`src/rtl/buq_pkg.sv`:
```
// Shared types for the branch update queue: one queued predictor update
// (branch PC plus resolved direction) and a helper that counts valid
// resolve slots.
package buq_pkg;

  localparam int BUQ_PC_BITS = 32;

  typedef struct packed {
    logic [BUQ_PC_BITS-1:0] pc;
    logic                   taken;
  } upd_entry_t;

  // Number of valid resolve slots presented this cycle (0..2).
  function automatic logic [1:0] n_enq(input logic valid_a, input logic valid_b);
    return {1'b0, valid_a} + {1'b0, valid_b};
  endfunction

endpackage

```
`src/rtl/branch_update_queue_if.sv`:
```
// Resolve-side and predictor-side handshake of the branch update queue.
// The master side is the producer/predictor environment; the slave side is
// the queue itself.
interface branch_update_queue_if #(
  parameter int PC_BITS = 32
);

  logic               enq_valid_a;
  logic [PC_BITS-1:0] enq_pc_a;
  logic               enq_taken_a;
  logic               enq_valid_b;
  logic [PC_BITS-1:0] enq_pc_b;
  logic               enq_taken_b;
  logic               enq_ready;
  logic               upd_hold;
  logic               Wr_En;
  logic [PC_BITS-1:0] Orig_PC;
  logic               is_Taken;

  modport master (
    output enq_valid_a, enq_pc_a, enq_taken_a,
    output enq_valid_b, enq_pc_b, enq_taken_b,
    output upd_hold,
    input  enq_ready, Wr_En, Orig_PC, is_Taken
  );

  modport slave (
    input  enq_valid_a, enq_pc_a, enq_taken_a,
    input  enq_valid_b, enq_pc_b, enq_taken_b,
    input  upd_hold,
    output enq_ready, Wr_En, Orig_PC, is_Taken
  );

endinterface

```
`src/rtl/buq_fifo_2w1r.sv`:
```
// Entry storage for the branch update queue: two write ports landing on
// consecutive entries (wr_ptr, wr_ptr+1) and one asynchronous read port.
// Entries carry no reset; validity is tracked by the controller's count.
module buq_fifo_2w1r
  import buq_pkg::*;
#(
  parameter int DEPTH = 8
) (
  input  logic                     clk,
  input  logic                     wr_en0,
  input  logic                     wr_en1,
  input  logic [$clog2(DEPTH)-1:0] wr_ptr,
  input  upd_entry_t               wr_data0,
  input  upd_entry_t               wr_data1,
  input  logic [$clog2(DEPTH)-1:0] rd_ptr,
  output upd_entry_t               rd_data
);

  localparam int AW = $clog2(DEPTH);

  upd_entry_t    mem_r [DEPTH];
  logic [AW-1:0] wr_ptr1_s;

  assign wr_ptr1_s = wr_ptr + {{(AW-1){1'b0}}, 1'b1};
  assign rd_data   = mem_r[rd_ptr];

  // Store up to two entries per cycle; port 1 always lands right after port 0.
  always_ff @(posedge clk) begin
    if (wr_en0) begin
      mem_r[wr_ptr] <= wr_data0;
    end
    if (wr_en1) begin
      mem_r[wr_ptr1_s] <= wr_data1;
    end
  end

endmodule

```
`src/rtl/branch_update_queue.sv`:
```
// Branch update queue: accepts up to two resolved branches per cycle and
// drains them in order, one per cycle, onto the predictor update port.
// Optional feature macro: BUQ_BYPASS_EN (empty-queue zero-latency bypass).
module branch_update_queue
  import buq_pkg::*;
#(
  parameter int PC_BITS = BUQ_PC_BITS,
  parameter int DEPTH   = 8
) (
  input  logic                   clk,
  input  logic                   rst,
  branch_update_queue_if.slave   bus,
  output logic [$clog2(DEPTH):0] count,
  output logic                   overflow_err
);

  localparam int AW = $clog2(DEPTH);
  localparam int CW = AW + 1;
  localparam logic [CW-1:0] DEPTH_C = CW'(DEPTH);
  localparam logic [CW-1:0] TWO_C   = CW'(2);
  localparam logic [CW-1:0] ZERO_C  = {CW{1'b0}};

  logic [AW-1:0] rd_ptr_r;
  logic [AW-1:0] wr_ptr_r;
  logic [CW-1:0] count_r;
  logic          overflow_r;

  upd_entry_t    slot_a_s;
  upd_entry_t    slot_b_s;
  upd_entry_t    head_s;
  upd_entry_t    wr_data0_s;
  upd_entry_t    wr_data1_s;
  logic          wr_en0_s;
  logic          wr_en1_s;
  logic          enq_ready_s;
  logic          any_valid_s;
  logic          deq_s;
  logic          bypass_s;
  logic [1:0]    n_store_s;
  logic [CW-1:0] count_next_s;

  assign slot_a_s = '{pc: bus.enq_pc_a, taken: bus.enq_taken_a};
  assign slot_b_s = '{pc: bus.enq_pc_b, taken: bus.enq_taken_b};

  // Room for a full dual enqueue, judged on the current count only.
  assign enq_ready_s = (DEPTH_C - count_r) >= TWO_C;
  assign any_valid_s = bus.enq_valid_a | bus.enq_valid_b;
  assign deq_s       = (count_r != ZERO_C) & ~bus.upd_hold;

`ifdef BUQ_BYPASS_EN
  // Empty queue and drain allowed: the oldest valid slot goes straight out.
  assign bypass_s = (count_r == ZERO_C) & ~bus.upd_hold & any_valid_s & enq_ready_s;
`else
  assign bypass_s = 1'b0;
`endif

  buq_fifo_2w1r #(
    .DEPTH (DEPTH)
  ) u_fifo (
    .clk      (clk),
    .wr_en0   (wr_en0_s),
    .wr_en1   (wr_en1_s),
    .wr_ptr   (wr_ptr_r),
    .wr_data0 (wr_data0_s),
    .wr_data1 (wr_data1_s),
    .rd_ptr   (rd_ptr_r),
    .rd_data  (head_s)
  );

  // Compact accepted slots into consecutive entries, oldest (a) first.
  always_comb begin
    wr_en0_s   = 1'b0;
    wr_en1_s   = 1'b0;
    wr_data0_s = slot_a_s;
    wr_data1_s = slot_b_s;
    n_store_s  = 2'd0;
    if (enq_ready_s & ~bypass_s) begin
      n_store_s = n_enq(bus.enq_valid_a, bus.enq_valid_b);
      case ({bus.enq_valid_a, bus.enq_valid_b})
        2'b11: begin
          wr_en0_s = 1'b1;
          wr_en1_s = 1'b1;
        end
        2'b10: begin
          wr_en0_s = 1'b1;
        end
        2'b01: begin
          wr_en0_s   = 1'b1;
          wr_data0_s = slot_b_s;
        end
        default: begin
          wr_en0_s = 1'b0;
        end
      endcase
    end else if (bypass_s) begin
      // The oldest slot is consumed by the bypass; only a younger b is kept.
      n_store_s  = n_enq(bus.enq_valid_a, bus.enq_valid_b) - 2'd1;
      wr_en0_s   = bus.enq_valid_a & bus.enq_valid_b;
      wr_data0_s = slot_b_s;
    end else begin
      n_store_s = 2'd0;
    end
  end

  assign count_next_s = count_r + {{(CW-2){1'b0}}, n_store_s} - {{(CW-1){1'b0}}, deq_s};

  // Predictor update port: bypassed slot, else queue head, else quiet zeros.
  always_comb begin
    bus.Wr_En    = 1'b0;
    bus.Orig_PC  = {PC_BITS{1'b0}};
    bus.is_Taken = 1'b0;
    if (rst) begin
      bus.Wr_En = 1'b0;
    end else if (bypass_s) begin
      bus.Wr_En    = 1'b1;
      bus.Orig_PC  = bus.enq_valid_a ? bus.enq_pc_a : bus.enq_pc_b;
      bus.is_Taken = bus.enq_valid_a ? bus.enq_taken_a : bus.enq_taken_b;
    end else if (deq_s) begin
      bus.Wr_En    = 1'b1;
      bus.Orig_PC  = head_s.pc;
      bus.is_Taken = head_s.taken;
    end else begin
      bus.Wr_En = 1'b0;
    end
  end

  // Status outputs read as post-reset values throughout the reset cycle.
  assign bus.enq_ready = rst | enq_ready_s;
  assign count         = rst ? ZERO_C : count_r;
  assign overflow_err  = ~rst & overflow_r;

  // Pointer, occupancy and sticky overflow state.
  always_ff @(posedge clk) begin
    if (rst) begin
      rd_ptr_r   <= {AW{1'b0}};
      wr_ptr_r   <= {AW{1'b0}};
      count_r    <= ZERO_C;
      overflow_r <= 1'b0;
    end else begin
      rd_ptr_r <= rd_ptr_r + {{(AW-1){1'b0}}, deq_s};
      wr_ptr_r <= wr_ptr_r + {{(AW-2){1'b0}}, n_store_s};
      count_r  <= count_next_s;
      if (any_valid_s & ~enq_ready_s) begin
        overflow_r <= 1'b1;
      end
    end
  end

endmodule

```
`src/flat_wrapper.sv`:
```
// flat-port wrapper written by rule: the top's interface ports become plain ports
module branch_update_queue_flat import buq_pkg::*;
#(
  parameter int PC_BITS = BUQ_PC_BITS,
  parameter int DEPTH   = 8
)
  (clk, rst, count, overflow_err, bus_enq_valid_a, bus_enq_pc_a, bus_enq_taken_a, bus_enq_valid_b, bus_enq_pc_b, bus_enq_taken_b, bus_upd_hold, bus_enq_ready, bus_Wr_En, bus_Orig_PC, bus_is_Taken);
  branch_update_queue_if #(.PC_BITS(PC_BITS)) bus_i ();
  input  logic clk;
  input  logic rst;
  output logic [$clog2(DEPTH):0] count;
  output logic overflow_err;
  input wire logic [$bits(bus_i.enq_valid_a)-1:0] bus_enq_valid_a;
  input wire logic [$bits(bus_i.enq_pc_a)-1:0] bus_enq_pc_a;
  input wire logic [$bits(bus_i.enq_taken_a)-1:0] bus_enq_taken_a;
  input wire logic [$bits(bus_i.enq_valid_b)-1:0] bus_enq_valid_b;
  input wire logic [$bits(bus_i.enq_pc_b)-1:0] bus_enq_pc_b;
  input wire logic [$bits(bus_i.enq_taken_b)-1:0] bus_enq_taken_b;
  input wire logic [$bits(bus_i.upd_hold)-1:0] bus_upd_hold;
  output wire logic [$bits(bus_i.enq_ready)-1:0] bus_enq_ready;
  output wire logic [$bits(bus_i.Wr_En)-1:0] bus_Wr_En;
  output wire logic [$bits(bus_i.Orig_PC)-1:0] bus_Orig_PC;
  output wire logic [$bits(bus_i.is_Taken)-1:0] bus_is_Taken;
  assign bus_i.enq_valid_a = bus_enq_valid_a;
  assign bus_i.enq_pc_a = bus_enq_pc_a;
  assign bus_i.enq_taken_a = bus_enq_taken_a;
  assign bus_i.enq_valid_b = bus_enq_valid_b;
  assign bus_i.enq_pc_b = bus_enq_pc_b;
  assign bus_i.enq_taken_b = bus_enq_taken_b;
  assign bus_i.upd_hold = bus_upd_hold;
  assign bus_enq_ready = bus_i.enq_ready;
  assign bus_Wr_En = bus_i.Wr_En;
  assign bus_Orig_PC = bus_i.Orig_PC;
  assign bus_is_Taken = bus_i.is_Taken;
  branch_update_queue #(.PC_BITS(PC_BITS), .DEPTH(DEPTH)) u_core (.clk(clk), .rst(rst), .bus(bus_i), .count(count), .overflow_err(overflow_err));
endmodule
```
`config.mk`:
```
export PLATFORM = sky130hd
export DESIGN_NAME = branch_update_queue_flat
export DESIGN_NICKNAME = d
export VERILOG_FILES = /design/src/rtl/buq_pkg.sv /design/src/rtl/branch_update_queue_if.sv /design/src/rtl/buq_fifo_2w1r.sv /design/src/rtl/branch_update_queue.sv /design/src/flat_wrapper.sv
export SDC_FILE = /design/constraint.sdc
export NUM_CORES = 1
export LEC_CHECK = 0
export ABC_AREA = 0
export CAP_MARGIN = 20
export CORE_MARGIN = 2
export CORE_UTILIZATION = 64
export CTS_CLUSTER_SIZE = 40
export DETAILED_ROUTE_END_ITERATION = 8
export MAX_ROUTING_LAYER = met4
export PLACE_DENSITY_LB_ADDON = 0.1
export SETUP_SLACK_MARGIN = 0.4
export SYNTH_ARGS = -nofsm -noshare
export SYNTH_HDL_FRONTEND = slang
export SYNTH_SLANG_ARGS = --single-unit
```
`constraint.sdc`:
```
create_clock -name clk -period 8.44 [get_ports clk]
set_clock_uncertainty 0.1 [all_clocks]
set_input_delay 0.844 -clock clk [delete_from_list [all_inputs] [get_ports clk]]
set_output_delay 0.844 -clock clk [all_outputs]
set_load 0.005 [all_outputs]
```
==> impl_metrics.env, run 1 <==
export IMPL_fin_util=0.749
export IMPL_relSlewSlack=0.277
export IMPL_hold_viol=0
export IMPL_timing_final_crit_share=0.537
export IMPL_r2r_start="u_core.count_r[1]"
export IMPL_final_cell_mix="edfxtp_1, mux2_2, clkdlybuf4s50_1"
export IMPL_clkTransAtPathRegs_ns=0.05
export IMPL_endpoint_kind="output pin"
export IMPL_rsz0062_at_grt="no"
export IMPL_syn_avg_cell_area_sq_um=17.6
export IMPL_drive_gt1_frac=0.432
export IMPL_clock_sinks=275
export IMPL_cpPeakStageDelay_ns=0.88
export IMPL_crit_cells=7
export IMPL_period_needed_ns=4.53
export IMPL_pwr_share_clk=0.251
export IMPL_hold_path_class="flip-flop to flip-flop"
export IMPL_layout_nets=1026
export IMPL_cp_arrival_ns=3.59
export IMPL_reg2reg_slack_ns=4.53
export IMPL_drt_wl_total_um=32400
export IMPL_cts_root_buf="clkbuf_16"
export IMPL_synth_cell_types=42
export IMPL_grt_usage=0.280
export IMPL_grt_pass1_wl_um=49100
export IMPL_antenna_found_initial=0
export IMPL_pwr_share_seq=0.392
export IMPL_cts_setup_buffers=0
export IMPL_endpoint="bus_enq_ready"
export IMPL_htree_levels=1
export IMPL_drv_cap=0
export IMPL_area_growth_pct=15.5
export IMPL_cp_cell_sequence="inv_1 -> ha_1 -> nor4_1 -> nand2_1 -> nand2_1 -> nand2b_1 -> clkdlybuf4s50_1"
export IMPL_overflow=0
export IMPL_start_util=0.648
export IMPL_dr_pass1_iters=5
export IMPL_p_int_mw=3.68
export IMPL_core_area_sq_mm=0.0226
export IMPL_via_count=8003
export IMPL_final_antenna_net_count=0
export IMPL_die_w_um=155
export IMPL_power_frac_comb=0.357
export IMPL_p_sw_mw=1.60
export IMPL_finalNonFillerCells=1243
export IMPL_ir_drop_mv=0.231
export IMPL_syn_nets=919
export IMPL_grt_use_met3=0.0401
export IMPL_drc=0
export IMPL_reg2reg_depth=7
export IMPL_setup_viol=0
export IMPL_cp_slowest_cell="nand2_1"
export IMPL_r2r_end="u_core.u_fifo.mem_r[0][1]"
export IMPL_crit_top_cell="nand2_1"
export IMPL_grt_pass1_vias=8416
export IMPL_path_delay_family="simple AND/OR/NAND/NOR gates"
export IMPL_yosys_warnings=0
export IMPL_status="completed"
export IMPL_ctsHoldBuffers=0
export IMPL_worst_slew_pin_transition_ns=1.08
export IMPL_dpl_cell_count=1192
export IMPL_critical_path_required_ns=7.50
export IMPL_diodes=0
export IMPL_ys_ff_latch=275
export IMPL_maxSlewViolCount=0
export IMPL_grt_busiest_layer="met2"
export IMPL_via_per_inst=6.44
export IMPL_syn_area_sq_mm=0.0146
export IMPL_cts_tree="yes"
export IMPL_ctsResizeCount=0
export IMPL_powerDensity_mw_per_mm2=313
export IMPL_crit_path_start="u_core.count_r[0]"
export IMPL_critPathMaxFanout=12
export IMPL_switching_share=0.303
export IMPL_total_power_mw=5.28
export IMPL_start_kind="flip-flop"
export IMPL_die_area_sq_mm=0.0241
export IMPL_tns_ns=0
export IMPL_yosysSeqAreaShare=0.557
export IMPL_cts_buffers=29
export IMPL_gp_congestion=0.843
export IMPL_syn_inst=831
export IMPL_port_buffers=110
export IMPL_clkLatencyLatePin_ns=0.54
export IMPL_wire_per_inst_um=26.1
export IMPL_use_met1=0.367
export IMPL_io_pins=111
export IMPL_final_common_cell="edfxtp_1"
export IMPL_rows=55
export IMPL_fmax_mhz=221
export IMPL_use_met2=0.475
export IMPL_critPathKind="flip-flop to output pin"
export IMPL_timing_critical_path_buf_inv=2
export IMPL_die_h_um=155
export IMPL_drt_iter0_markers=670
export IMPL_clockBufferDepth=3
export IMPL_p_leak_nw=5.86
export IMPL_dp_hpwl_um=18200
export IMPL_grt_max_degree=67
==> state kept, by name, summed over array words and instances, names as in the netlist <==
register / count
u_core.count_r: 4
u_core.wr_ptr_r: 3
u_core.u_fifo.mem_r: 264
u_core.overflow_r: 1
u_core.rd_ptr_r: 3
==> metal layers <==
metal / wire length [um] / part of all wire
met2: 16800 / 0.52
met3: 2000 / 0.062
met5: 0 / 0
met1: 13200 / 0.41
met4: 510 / 0.016
==> cell type report <==
type | instances | area (sq um)
repair buffers | 127 | 1230
inverters | 13 | 48.8
clock inverters | 19 | 251
flip-flops and latches | 275 | 8150
fillers | 1353 | 5660
multi-input cells | 492 | 6130
clock buffers | 32 | 737
well taps | 285 | 357
==> how the worst min path moves through the flow <==
| stage | start | to | slack [ns] | depth (start not counted) |
|---|---|---|---|---|
| floorplan | u_core.overflow_r | u_core.overflow_r | 0.35 | 1 |
| global placement | u_core.overflow_r | u_core.overflow_r | 0.37 | 1 |
| detailed placement | u_core.overflow_r | u_core.overflow_r | 0.37 | 1 |
| CTS | u_core.overflow_r | u_core.overflow_r | 0.38 | 1 |
| global route | u_core.overflow_r | u_core.overflow_r | 0.41 | 1 |
| finish | u_core.overflow_r | u_core.overflow_r | 0.38 | 1 |
==> synthesized netlist by cell type (all sizes together) <==
library cell	count	area, sq um
a21o	1	7.51
a21oi	9	45.0
a31o	2	17.5
a31oi	1	6.26
a32oi	1	8.76
and3	1	6.26
buf	39	345
clkbuf	12	45.0
dfxtp	11	220
edfxtp	264	7930
fa	2	40.0
ha	15	188
inv	13	48.8
mux2	264	3320
mux2i	33	330
mux4	66	1490
nand2	2	7.51
nand2b	2	12.5
nand3	7	65.1
nand3b	1	7.51
nor2	58	218
nor2b	9	56.3
nor4	1	6.26
nor4b	1	15.0
o211ai	6	110
o21ai	1	5.00
o21ba	1	10.0
or3	1	6.26
or3b	1	8.76
xnor2	4	42.6
xor2	2	25.0
==> power by group through the flow <==
stage	registers, mW	clock network, mW	logic (mW)
2_1_floorplan	2.03	0	1.40
3_3_place_gp	2.08	0	1.84
3_5_place_dp	2.10	0	1.89
4_1_cts	2.08	1.34	1.90
5_1_grt	2.10	1.39	2.00
6_report	2.07	1.33	1.89
==> stage by stage <==
step	worst slack [ns]	area (sq um)	hold slack (ns)
floorplan	4.85	14600	0.350
CTS	3.81	16900	0.378
global route	3.67	16900	0.414
finish	3.91	16900	0.376
detailed placement	4.24	15900	0.366
global placement	4.40	15900	0.366
==> cell families after synthesis <==
group	after synthesis	share of synthesized area
muxes	363	0.351
DFF	275	0.557
and+or+nand+nor	84	0.0280
buffers and inverters	64	0.0300
AOI/OAI and AO/OA	22	0.0144
adders and majority gates	17	0.0156
xor gates and xnor gates	6	0.00462
No activity file was read; power rests on OpenSTA's default activity.
==> run 2, diff against run 1 <==
--- a/config.mk
+++ b/config.mk
@@ -8,7 +8,7 @@
 export ABC_AREA = 0
 export CAP_MARGIN = 20
 export CORE_MARGIN = 2
-export CORE_UTILIZATION = 64
+export CORE_UTILIZATION = 54
 export CTS_CLUSTER_SIZE = 40
 export DETAILED_ROUTE_END_ITERATION = 8
 export MAX_ROUTING_LAYER = met4
==> constraint.sdc (replaced) <==
create_clock -name clk -period 4.08 [get_ports clk]
set_clock_uncertainty 0.1 [all_clocks]
set_input_delay 0.408 -clock clk [delete_from_list [all_inputs] [get_ports clk]]
set_output_delay 0.408 -clock clk [all_outputs]
set_load 0.005 [all_outputs]
==> impl_metrics.env, run 2 (synthesis results as in run 1) <==
export IMPL_status="completed"
export IMPL_gp_congestion=0.832
export IMPL_p_leak_nw=6.03
export IMPL_n_fill_cell=1848
export IMPL_io_pins=111
export IMPL_switching_share=0.298
export IMPL_cts_buffers=29
export IMPL_critPathKind="flip-flop to output pin"
export IMPL_stdcell_area_sq_mm=0.0173
export IMPL_wire_per_inst_um=26.1
export IMPL_place_ws_ns=0.783
export IMPL_relSlewSlack=0.347
export IMPL_clockBufferDepth=3
export IMPL_reg_top3="u_core.u_fifo.mem_r: 264 flops, u_core.count_r: 4 flops"
export IMPL_grt_pass1_vias=8644
export IMPL_cp_cell_sequence="inv_1 -> ha_1 -> nor4b_2 -> nand3_4 -> nand2_2 -> nand2b_1 -> clkdlybuf4s50_1"
export IMPL_pwr_share_seq=0.383
export IMPL_htree_levels=1
export IMPL_placed_area_sq_mm=0.0162
export IMPL_top_register="u_core.u_fifo.mem_r"
export IMPL_p_int_mw=7.93
export IMPL_overflow=0
export IMPL_tns_ns=0
export IMPL_via_per_inst=6.10
export IMPL_antenna_found_initial=1
export IMPL_clkLatencyLatePin_ns=0.53
export IMPL_endpoint="bus_enq_ready"
export IMPL_final_cell_mix="edfxtp_1, mux2_2, clkdlybuf4s50_1"
export IMPL_fmax_mhz=287
export IMPL_worst_slew_pin_transition_ns=0.980
export IMPL_r2r_end="u_core.count_r[3]"
export IMPL_hold_path_class="flip-flop to flip-flop"
export IMPL_drt_iter0_markers=618
export IMPL_ir_drop_mv=0.408
export IMPL_grt_usage=0.253
export IMPL_ctsHoldBuffers=0
export IMPL_regArea_sq_mm=0.00816
export IMPL_whs_ns=0.372
export IMPL_grt_pass1_wl_um=52300
export IMPL_clock_sinks=275
export IMPL_r2r_start="u_core.count_r[1]"
export IMPL_grt_max_degree=53
export IMPL_powerDensity_mw_per_mm2=653
export IMPL_power_frac_comb=0.356
export IMPL_layout_nets=1042
export IMPL_die_area_sq_mm=0.0284
export IMPL_critPathMaxFanout=12
export IMPL_largest_reg_flops=264
export IMPL_setup_slack_ns=0.592
export IMPL_start_util=0.546
export IMPL_cp_slowest_cell="clkdlybuf4s50_1"
export IMPL_cpPeakStageDelay_ns=0.45
export IMPL_port_buffers=110
export IMPL_die_w_um=169
export IMPL_area_growth_pct=18.3
export IMPL_crit_cells=7
export IMPL_total_power_mw=11.3
export IMPL_path_delay_family="simple AND/OR/NAND/NOR gates"
export IMPL_drc=0
export IMPL_drv_cap=0
export IMPL_critical_path_required_ns=3.57
export IMPL_start_kind="flip-flop"
export IMPL_hold_viol=0
export IMPL_timing_final_crit_share=0.855
export IMPL_drive_gt1_frac=0.445
export IMPL_dr_pass1_iters=5
export IMPL_rows=60
export IMPL_period_needed_ns=3.49
export IMPL_core_area_sq_mm=0.0268
export IMPL_final_common_cell="edfxtp_1"
export IMPL_p_sw_mw=3.37
export IMPL_cts_tree="yes"
export IMPL_final_antenna_net_count=0
export IMPL_drt_wl_total_um=34400
export IMPL_reg2reg_slack_ns=0.92
export IMPL_reg2reg_depth=12
export IMPL_cts_root_buf="clkbuf_16"
export IMPL_setup_viol=0
export IMPL_pwr_share_clk=0.261
export IMPL_crit_path_start="u_core.count_r[1]"
export IMPL_dp_hpwl_um=19900
export IMPL_multi_input_area_sq_mm=0.00615
export IMPL_clkTransAtPathRegs_ns=0.06
export IMPL_maxSlewViolCount=0
export IMPL_rsz0062_at_grt="no"
export IMPL_timing_critical_path_buf_inv=2
export IMPL_endpoint_kind="output pin"
export IMPL_via_count=8040
export IMPL_die_h_um=169
export IMPL_cp_arrival_ns=2.98
-- run 2: how the worst min path moves through the flow --
stage / cells past startpoint / endpoint / slack [ns] / from
2_1_floorplan: 1 / u_core.overflow_r / 0.35 / u_core.overflow_r
3_3_place_gp: 1 / u_core.overflow_r / 0.36 / u_core.overflow_r
3_5_place_dp: 1 / u_core.overflow_r / 0.36 / u_core.overflow_r
4_1_cts: 1 / u_core.overflow_r / 0.37 / u_core.overflow_r
5_1_grt: 1 / u_core.overflow_r / 0.41 / u_core.overflow_r
6_report: 1 / u_core.overflow_r / 0.37 / u_core.overflow_r
-- run 2: metrics by stage --
stage | instances | utilization
2_1_floorplan | 831 | -
3_3_place_gp | 1264 | 0.605
3_5_place_dp | 1264 | 0.605
4_1_cts | 1317 | 0.645
5_1_grt | 1318 | 0.646
6_report | 1318 | 0.646
-- run 2: power groups by stage --
stage / registers (mW) / logic (mW) / clock network [mW]
floorplan: 4.21 / 2.89 / 0
global placement: 4.34 / 3.94 / 0
detailed placement: 4.39 / 4.03 / 0
CTS: 4.34 / 4.05 / 2.99
global route: 4.40 / 4.29 / 3.09
finish: 4.33 / 4.02 / 2.95
-- run 2: layout make-up --
type / count / share of cell area
diodes: 1 / 0.000145
clock buffers: 39 / 0.0464
clock inverters: 14 / 0.0156
inverters: 13 / 0.00282
multi-input cells: 492 / 0.355
flip-flops and latches: 275 / 0.471
well taps: 341 / 0.0247
repair buffers: 143 / 0.0837
-- run 2: worst register-to-register path, delay by kind of cell (launching register included) --
family | cells | cell delay [ns]
DFF | 1 | 0.37
adders and majority gates | 3 | 0.81
buffers and inverters | 2 | 0.19
and+or+nand+nor | 4 | 1.03
AOI/OAI and AO/OA | 2 | 0.39
xor gates and xnor gates | 1 | 0.15
-- run 2: layer usage --
metal,vias to the layer above,track usage,part of all wire
met5,-,-,0
met4,0,0.0618,0.022
met3,61,0.0339,0.051
met2,243,0.421,0.51
met1,4170,0.335,0.42
li1,3566,-,-
-- run 2: repair_timing --
| action | in CTS | in global routing |
|---|---|---|
| gates resized for setup | 1 | 3 |
| endpoints found under the hold margin | 0 | 0 |
| buffers inserted | 0 | 0 |
| setup endpoints to repair | 1 | 13 |
==> run 3, diff against run 2 <==
--- a/config.mk
+++ b/config.mk
@@ -11,9 +11,11 @@
 export CORE_UTILIZATION = 54
 export CTS_CLUSTER_SIZE = 40
 export DETAILED_ROUTE_END_ITERATION = 8
+export GPL_TIMING_DRIVEN = 0
 export MAX_ROUTING_LAYER = met4
 export PLACE_DENSITY_LB_ADDON = 0.1
 export SETUP_SLACK_MARGIN = 0.4
+export SKIP_CTS_REPAIR_TIMING = 1
 export SYNTH_ARGS = -nofsm -noshare
 export SYNTH_HDL_FRONTEND = slang
 export SYNTH_SLANG_ARGS = --single-unit
==> impl_metrics.env, run 3 (synthesis results as in run 1) <==
export IMPL_via_per_inst=6.01
export IMPL_setup_viol=0
export IMPL_antenna_found_initial=1
export IMPL_overflow=0
export IMPL_clockBufferDepth=3
export IMPL_final_antenna_net_count=0
export IMPL_clock_sinks=275
export IMPL_pwr_share_clk=0.244
export IMPL_stdcell_area_sq_mm=0.0175
export IMPL_drv_cap=0
export IMPL_via_count=8098
export IMPL_p_int_mw=7.80
export IMPL_rsz0062_at_grt="no"
export IMPL_timing_final_crit_share=0.863
export IMPL_drt_iter0_markers=746
export IMPL_relSlewSlack=0.308
export IMPL_total_power_mw=11.2
export IMPL_maxSlewViolCount=0
export IMPL_critPathKind="flip-flop to output pin"
export IMPL_grt_max_degree=23
export IMPL_grt_usage=0.257
export IMPL_layout_nets=1070
export IMPL_critical_path_required_ns=3.57
export IMPL_clkTransAtPathRegs_ns=0.06
export IMPL_tns_ns=0
export IMPL_pwr_share_seq=0.374
export IMPL_cts_buffers=30
export IMPL_clkLatencyLatePin_ns=0.55
export IMPL_cts_root_buf="clkbuf_16"
export IMPL_start_kind="flip-flop"
export IMPL_power_frac_comb=0.382
export IMPL_wire_per_inst_um=25.7
export IMPL_grt_pass1_vias=8470
export IMPL_die_h_um=169
export IMPL_final_cell_mix="edfxtp_1, mux2_2, clkdlybuf4s50_1"
export IMPL_io_pins=111
export IMPL_top_register="u_core.u_fifo.mem_r"
export IMPL_start_util=0.546
export IMPL_largest_reg_flops=264
export IMPL_switching_share=0.305
export IMPL_cp_arrival_ns=3.01
export IMPL_p_leak_nw=6.12
export IMPL_grt_pass1_wl_um=52600
export IMPL_status="completed"
export IMPL_die_w_um=169
export IMPL_final_common_cell="edfxtp_1"
export IMPL_die_area_sq_mm=0.0284
export IMPL_dp_hpwl_um=21400
export IMPL_powerDensity_mw_per_mm2=642
export IMPL_fmax_mhz=284
export IMPL_area_growth_pct=19.4
export IMPL_placed_area_sq_mm=0.0165
export IMPL_htree_levels=1
export IMPL_hold_viol=0
export IMPL_cts_tree="yes"
export IMPL_p_sw_mw=3.42
export IMPL_port_buffers=110
export IMPL_core_area_sq_mm=0.0268
export IMPL_ir_drop_mv=0.441
export IMPL_rows=60
export IMPL_n_fill_cell=1943
export IMPL_reg_top3="u_core.u_fifo.mem_r: 264 flops, u_core.count_r: 4 flops"
export IMPL_drt_wl_total_um=34600
export IMPL_drive_gt1_frac=0.444
export IMPL_dr_pass1_iters=5
export IMPL_period_needed_ns=3.52
export IMPL_worst_slew_pin_transition_ns=1.04
export IMPL_drc=0
export IMPL_hold_path_class="flip-flop to flip-flop"
export IMPL_endpoint_kind="output pin"
export IMPL_gp_congestion=0.772
export IMPL_whs_ns=0.377
export IMPL_critPathMaxFanout=10
export IMPL_fin_util=0.652
==> run 3: routing by layer <==
| metal | track usage | share of wire | vias to the layer above | wire length, um |
|---|---|---|---|---|
| li1 | - | - | 3633 | - |
| met1 | 0.341 | 0.42 | 4153 | 14600 |
| met2 | 0.431 | 0.51 | 255 | 17600 |
| met3 | 0.0295 | 0.048 | 57 | 1650 |
| met4 | 0.0626 | 0.021 | 0 | 724 |
| met5 | - | 0 | - | 0 |
==> run 3: critical path: stages, from the launching register on <==
cell and delay (ns):
dfxtp_1 0.30, clkbuf_1 0.41, buf_1 0.79, mux2i_1 0.20
nor2_1 0.22, clkdlybuf4s50_1 0.54
==> run 3: power groups by stage <==
stage          combinational (mW)  clock [mW]  sequential [mW]
5_1_grt                      4.60        2.88             4.26
6_report                     4.29        2.74             4.20
3_3_place_gp                 4.02           0             4.29
2_1_floorplan                2.89           0             4.21
3_5_place_dp                 4.31           0             4.26
4_1_cts                      4.33        2.77             4.20
==> run 3: cell type report <==
class	instances	area, sq um	share of cell area
inverter	13	48.8	0.00279
clock buffer	38	802	0.0459
sequential	275	8150	0.466
buffer	51	410	0.0235
antenna	1	2.50	0.000143
tap	341	427	0.0244
clock inverter	18	185	0.0106
timing repair buffer	119	1330	0.0763
multi-input combinational	492	6120	0.350
==> run 3: path summary, 6_finish.rpt <==
kind | from | end | slack [ns] | depth (start not counted)
worst max-delay path | u_core.rd_ptr_r[2] | bus_Orig_PC[20] | 0.56 | 5
worst min-delay path | u_core.overflow_r | u_core.overflow_r | 0.38 | 1
worst max register to register | u_core.count_r[1] | u_core.u_fifo.mem_r[3][16] | 0.99 | 8
worst min register to register | u_core.overflow_r | u_core.overflow_r | 0.38 | 1
==> run 3: per-stage QoR <==
stage,instances,worst slack (ns)
6_report,1348,0.557
5_1_grt,1348,0.395
4_1_cts,1347,0.160
3_5_place_dp,1291,0.574
3_3_place_gp,1282,-1.57
2_1_floorplan,831,0.575
